**config.mk**
```make
export PLATFORM = sky130hd
export DESIGN_NAME = cp0_exc_ctrl
export DESIGN_NICKNAME = d
export VERILOG_FILES = /design/src/rtl/cp0_exc_ctrl.sv
export SDC_FILE = /design/constraint.sdc
export NUM_CORES = 1
export LEC_CHECK = 0
export CAP_MARGIN = 10
export CORE_MARGIN = 1.5
export CORE_UTILIZATION = 40
export CTS_CLUSTER_DIAMETER = 120
export CTS_CLUSTER_SIZE = 20
export DETAILED_ROUTE_END_ITERATION = 12
export PLACE_DENSITY = 0.91
export SLEW_MARGIN = 20
export SYNTH_ARGS = -nofsm -noshare
export SYNTH_HDL_FRONTEND = slang
export SYNTH_SLANG_ARGS = --single-unit
```
**constraint.sdc**
```tcl
create_clock -name clk -period 4.9 [get_ports clk]
set_input_delay 0.735 -clock clk [delete_from_list [all_inputs] [get_ports clk]]
set_output_delay 0.735 -clock clk [all_outputs]
set_load 0.005 [all_outputs]
```
**src/rtl/cp0_exc_ctrl.sv**
```systemverilog
// CP0 exception/interrupt controller at the M stage: SR/Cause/EPC/PRId, req decision, mfc0/mtc0, eret.
// Optional build macro CP0_INT_STICKY_EN makes Cause.IP latch pending interrupt pulses until serviced.
module cp0_exc_ctrl #(
   parameter logic [31:0] HANDLER_PC = 32'h0000_4180,
   parameter logic [31:0] PRID_VAL   = 32'h2020_0701
) (
   input  logic        clk,
   input  logic        reset,
   input  logic        we,
   input  logic [4:0]  addr,
   input  logic [31:0] wdata,
   input  logic [31:0] pc_m,
   input  logic        bd_m,
   input  logic [4:0]  exc_code_m,
   input  logic        eret_m,
   input  logic [5:0]  hw_int,
   output logic [31:0] rdata,
   output logic [31:0] epc_out,
   output logic        req,
   output logic [31:0] handler_pc,
   output logic        exl
);

   localparam int unsigned IM_W   = 6;
   localparam int unsigned CODE_W = 5;

   localparam logic [4:0] ADDR_SR    = 5'd12;
   localparam logic [4:0] ADDR_CAUSE = 5'd13;
   localparam logic [4:0] ADDR_EPC   = 5'd14;
   localparam logic [4:0] ADDR_PRID  = 5'd15;

   logic [IM_W-1:0]   im;
   logic              ie;
   logic              exl_q;
   logic              bd;
   logic [IM_W-1:0]   ip;
   logic [CODE_W-1:0] exc_code;
   logic [31:0]       epc;

   logic              int_req;
   logic              exc_req;
   logic [IM_W-1:0]   ip_next;
   logic [31:0]       epc_take;

   assign int_req  = ie & ~exl_q & (|(ip & im));
   assign exc_req  = (exc_code_m != 5'd0) & ~exl_q;
   assign req      = int_req | exc_req;
   assign epc_take = (bd_m ? (pc_m - 32'd4) : pc_m) & 32'hFFFF_FFFC;

`ifdef CP0_INT_STICKY_EN
   // Serviced (enabled) bits drop on the taking edge; new pin activity is still merged in.
   assign ip_next = (int_req ? (ip & ~im) : ip) | hw_int;
`else
   assign ip_next = hw_int;
`endif

   // CP0 state; req dominates mtc0 and eret, eret's EXL clear dominates an SR write.
   always_ff @(posedge clk) begin
      if (reset) begin
         im       <= '0;
         ie       <= 1'b0;
         exl_q    <= 1'b0;
         bd       <= 1'b0;
         ip       <= '0;
         exc_code <= '0;
         epc      <= '0;
      end else begin
         ip <= ip_next;
         if (req) begin
            exl_q    <= 1'b1;
            exc_code <= int_req ? CODE_W'(0) : exc_code_m;
            bd       <= bd_m;
            epc      <= epc_take;
         end else begin
            if (we && addr == ADDR_SR) begin
               im    <= wdata[15:10];
               exl_q <= wdata[1];
               ie    <= wdata[0];
            end
            if (we && addr == ADDR_EPC) begin
               epc <= wdata & 32'hFFFF_FFFC;
            end
            if (eret_m) begin
               exl_q <= 1'b0;
            end
         end
      end
   end

   // mfc0 read mux, zero-latency
   always_comb begin
      rdata = 32'd0;
      case (addr)
         ADDR_SR:    rdata = {16'd0, im, 8'd0, exl_q, ie};
         ADDR_CAUSE: rdata = {bd, 15'd0, ip, 3'd0, exc_code, 2'd0};
         ADDR_EPC:   rdata = epc;
         ADDR_PRID:  rdata = PRID_VAL;
         default:    rdata = 32'd0;
      endcase
   end

   assign epc_out    = epc;
   assign exl        = exl_q;
   assign handler_pc = HANDLER_PC;

endmodule

```
After elaboration in Yosys (flattened, before gate mapping). Index checks and enable logic that the tools add are counted.

Register bits after elaboration: 50. Bits of input ports: 85. Output and inout port bits: 98. Logic and storage cells: 34.

$add $sub $neg: 1. Equal/unequal tests: 4. Muxes and demuxes: 8. Bitwise gates (word level): 7. Reduce and logical (&&, ||, !) cells: 7.

Operators by type and width (count): $pmux W32 S4 (1); $mux W32 (3); $sub A32 B3 Y32 const B (1); $eq A5 B4 Y1 const B (4); $and A6 B6 Y6 (1); $reduce_or A6 Y1 (1); $mux W5 (1); $reduce_bool A5 Y1 (1); $and A1 B1 Y1 (3); $mux W1 (3); $reduce_bool A3 Y1 (1); $logic_and A1 B1 Y1 (2); $not A1 Y1 (2); $reduce_and A2 Y1 (1); $reduce_bool A2 Y1 (1); $or A1 B1 Y1 (1).

Longest topological paths before layout.
Depth after elaboration: 6. Mapped depth: 8. Gate-level depth less buffers: 7.

Worst setup path before layout. Ideal clock, no wire load.

Kind: input to register. From: in pc_m[20]. To: reg epc[26], in the netlist epc_out[26]. Library setup time: 91 ps. Arrival time: 2839 ps. Data required time: 4809 ps. Setup slack: 1970 ps. Stages: 6. Path buffers: 1. Cells stage by stage: or4_4 or4_4 buf_6 or4_1 or3_1 a311oi_1.

Cells in the longest elaborated chain, start to end: 3.

RTL lines: start: declaration (line 12) `input logic [31:0] pc_m,`; $sub A32 B3 Y32 (line 48) `assign epc_take = (bd_m ? (pc_m - 32'd4) : pc_m) & 32'hFFFF_FFFC;`; $mux W32 (line 48); $mux W32 (line 69) `if (req) begin`; end signal: assignment (line 73) `epc <= epc_take;`; end signal: assignment (line 81) `epc <= wdata & 32'hFFFF_FFFC;`; end: declaration (line 38) `logic [31:0] epc;`.

Every way passes these cells. A chain may end at the register's enable or synchronous reset.

Worst setup path after layout.
From: in addr[0]. To: out rdata[2].

Cells in the longest elaborated chain, start to end: 2. Elaborated cells on any way between the ends: 5. Classes of those cells: eq/ne (4); mux (1).

RTL lines: start: declaration (line 10) `input logic [4:0] addr,`; $eq A5 B4 Y1 (line 93) `case (addr)`; $pmux W32 S4 (*) (line 93); end: declaration (line 17) `output logic [31:0] rdata,`.

Every way passes the cells marked *; elsewhere a longest branch is shown, timed or not.

==> metrics <==
result of the run finished, final reports clean; critical register-to-register path startpoint im[5]; number of flops mapped to enable cells by yosys 0; peak supply drop between 100 and 150 uV; maximum root-to-sink buffer count 2; count of cells along the worst hold path 2; worst setup slack for register-to-register paths 2.73 ns; CP arrival 3.25 ns; switching component of the power 284.6 uW; max-slew headroom at the worst pin about a third; most frequent cells in the layout clkdlybuf4s50_1 (145), nor2_1 (56), dfxtp_1 (50), a211oi_1 (48), conb_1 (34); Least-Margin Pin Slew 1.022 ns; # rows 32; critical path capture point type primary output; Max Fanout on Critical Path 14; final RePlAce weighted congestion around 0.81; portion of total power attributed to combinational logic 26.3%; slowest cell on the critical path clkdlybuf4s50_1; TritonCTS clock tree built; Clk Latency, worst-skew pair 0.30 ns; placed wire-length estimate after detailed placement 7791 um; Period Utilization, post-route 81.31%; Yosys warnings 0; first-pass GRT wire length 15,570 um; dominant delay contributor by cell family on the critical path buffers and inverters; count of buffers inserted at the top-level ports roughly 150; ordered cell list for the critical path clkdlybuf4s50_1 > nor2b_1 > a22oi_1 > nor2_1 > clkdlybuf4s50_1; post-route minimum period 3.984 ns; post-layout net count 622; height of the chip 93.93 um; number of cells on the worst reg-to-reg path 6; area growth from synthesis to layout 44.99%; proportion of power drawn by the clock network 28.9%; count of pins over their slew limit 0; number of endpoints with negative hold slack in the final report 0; antenna violations before repair 0; end of the worst hold path bd; DIE AREA 8822 um^2; via count of the first global-routing pass 3,238; hold path start bd; share of the yosys chip area belonging to registers 30.27%; via total after detailed routing 3,413; count of cell types in the netlist 38; commonest non-fill, non-tap cell in the layout clkdlybuf4s50_1; antenna viol nets, final 0; # setup viols final 0; Max Clock Skew between 0.01 and 0.015 ns; power per cell area 214.8 nW/um^2; leakage dissipation 0.001744 uW; largest net degree at the start of global routing 53; number of hold buffers added after cts 0; cts repair resizes 0; CTS sink count 50; summed instance area of the synthesized netlist 3307 um^2; number of CTS-inserted buffers 5; wire per inst 16.10 um; Achievable Freq 251.0 MHz; Crit Path Class in2out; share of post-route cells with drive strength above 1 around 4.3%; final antenna diode count 0; initial core utilization 42.14%; worst hold slack across all endpoints 0.4632 ns; Total Routing Usage GR 22.39%; mean instance size in the synthesized netlist between 8 and 9 um^2; fraction of power spent switching nets between 20% and 30%; final WL a little over 10,000 um; Critical Path Most Common Cell clkdlybuf4s50_1; placeable core region 7848 um^2; post-CTS setup buffers 0; maximum single-stage delay on the critical path 0.87 ns; detailed router's first-iteration violation count around 120; htree depth 2; clock-pin slew on the worst setup and hold paths 0.09 ns; total gr overflow 0; DRC Markers 0; prevailing post-synth register cell dfxtp_1; number of detailed-route iterations in the first pass 4; total buffers and inverters traversed by the critical path 2; CP Launch Type input pin; I/O pin cnt 183; class of the tightest hold or removal check reg2reg; Internal Pwr Total ~750 uW; final setup TNS 0 ns; critical path data required time 4.16 ns; Root Driver clkbuf_8; share of total power in sequential cells 44.7%; RSZ-0062 raised after global routing no; reported max-cap violation count 0; average vias per placed instance between 5 and 6; synthesis-stage register bit count 50; async set-or-reset flop fraction in the synthesized netlist 0%; cell count after synthesis between 400 and 500; width of the die 93.93 um; terminus of the critical flop-to-flop path epc_out[26]
==> worst register-to-register path: cells and delay by family, from the launching register on <==
kind | cells | cell delay, ns
AOI/OAI and AO/OA | 5 | 1.14
buffers and inverters | 1 | 0.57
DFF | 1 | 0.37
==> per-layer routing <==
metal | GRT usage (%) | vias up | part of all wire (%)
met5 | 0 | - | 0
li1 | - | 1651 | -
met4 | 6.219 | 0 | 1.1
met1 | 25.64 | 1596 | 40
met3 | 3.964 | 10 | 8.2
met2 | 42.15 | 156 | 51
==> how the worst max path moves through the flow <==
stage                  start           to  slack (ns)  cells after the start
finish               addr[0]     rdata[2]        0.92                      5
global route         addr[0]    rdata[31]        0.74                      5
CTS                  addr[0]     rdata[2]        0.90                      5
detailed placement   addr[0]     rdata[2]        0.91                      5
global placement     addr[0]    rdata[31]        0.98                      5
floorplan           pc_m[20]  epc_out[26]        1.97                      6
==> cells by family (layout without fill, tap and decap cells) <==
kind of cell             after synthesis  count (layout)  share of synthesized area [%]
AND/OR/NAND/NOR                      158             158                          25.88
AO/OA/AOI/OAI                         84              84                          18.20
buffers and inverters                 72             165                          12.33
flip-flops                            50              50                          30.27
XOR/XNOR                              24              24                          6.356
multiplexers                          21              21                          6.356
other                                  2              34                         0.2271
adder cells (fa/ha/maj)                1               1                         0.3783
==> power by group through the flow <==
stage                     clock (uW)  combinational [uW]  sequential, uW
after floorplan                    0                 133             465
after global placement             0                 263             468
after detailed placement           0                 269             469
after CTS                        306                 270             460
after global routing             324                 295             464
final                            298                 271             461
==> per-stage QoR <==
stage	setup slack, ns	std cells	area [um^2]	util (%)	total power (uW)
after floorplan	1.970	444	3427	-	598.0
after global placement	0.9816	631	4682	59.66	731.2
after detailed placement	0.9149	631	4682	59.66	738.1
after CTS	0.9047	639	4795	61.10	1037
after global routing	0.7424	639	4795	61.10	1083
final	0.9160	639	4795	61.10	1030
==> sequential cells by signal, indices dropped and copies added, names as in the netlist <==
name / flops
epc_out: 30
im: 6
ip: 6
exc_code: 5
bd: 1
exl: 1
ie: 1
==> synth_stat cells, drive strengths merged, types with 3 or more instances <==
library cell  number  area, um^2
inv                5       18.76
nor2              56       210.2
a22oi             11       82.58
nand3              3       15.01
buf               40       287.8
or4                8       67.56
or3                6       38.79
xnor2             20       175.2
nor3b              4       30.03
nand2             10       37.54
and3              16       100.1
xor2               4       35.03
dfxtp             50        1001
nor2b             33       206.5
nor3               6       30.03
a21oi             11       55.05
mux2i             21       210.2
clkbuf            27       101.4
nor4               8       50.05
a211oi            48       360.4
o21ai              4       20.02
a311oi             6       52.55
==> area by class of cell <==
type | count | area, um^2
inverters | 5 | 18.77
clock buffers | 5 | 68.82
flip-flops and latches | 50 | 1001
multi-input cells | 322 | 2033
well taps | 102 | 127.6
repair buffers | 152 | 1501
fillers | 671 | 3053
clock inverters | 3 | 43.79
Note: power is estimated with default switching activity, not from simulation.
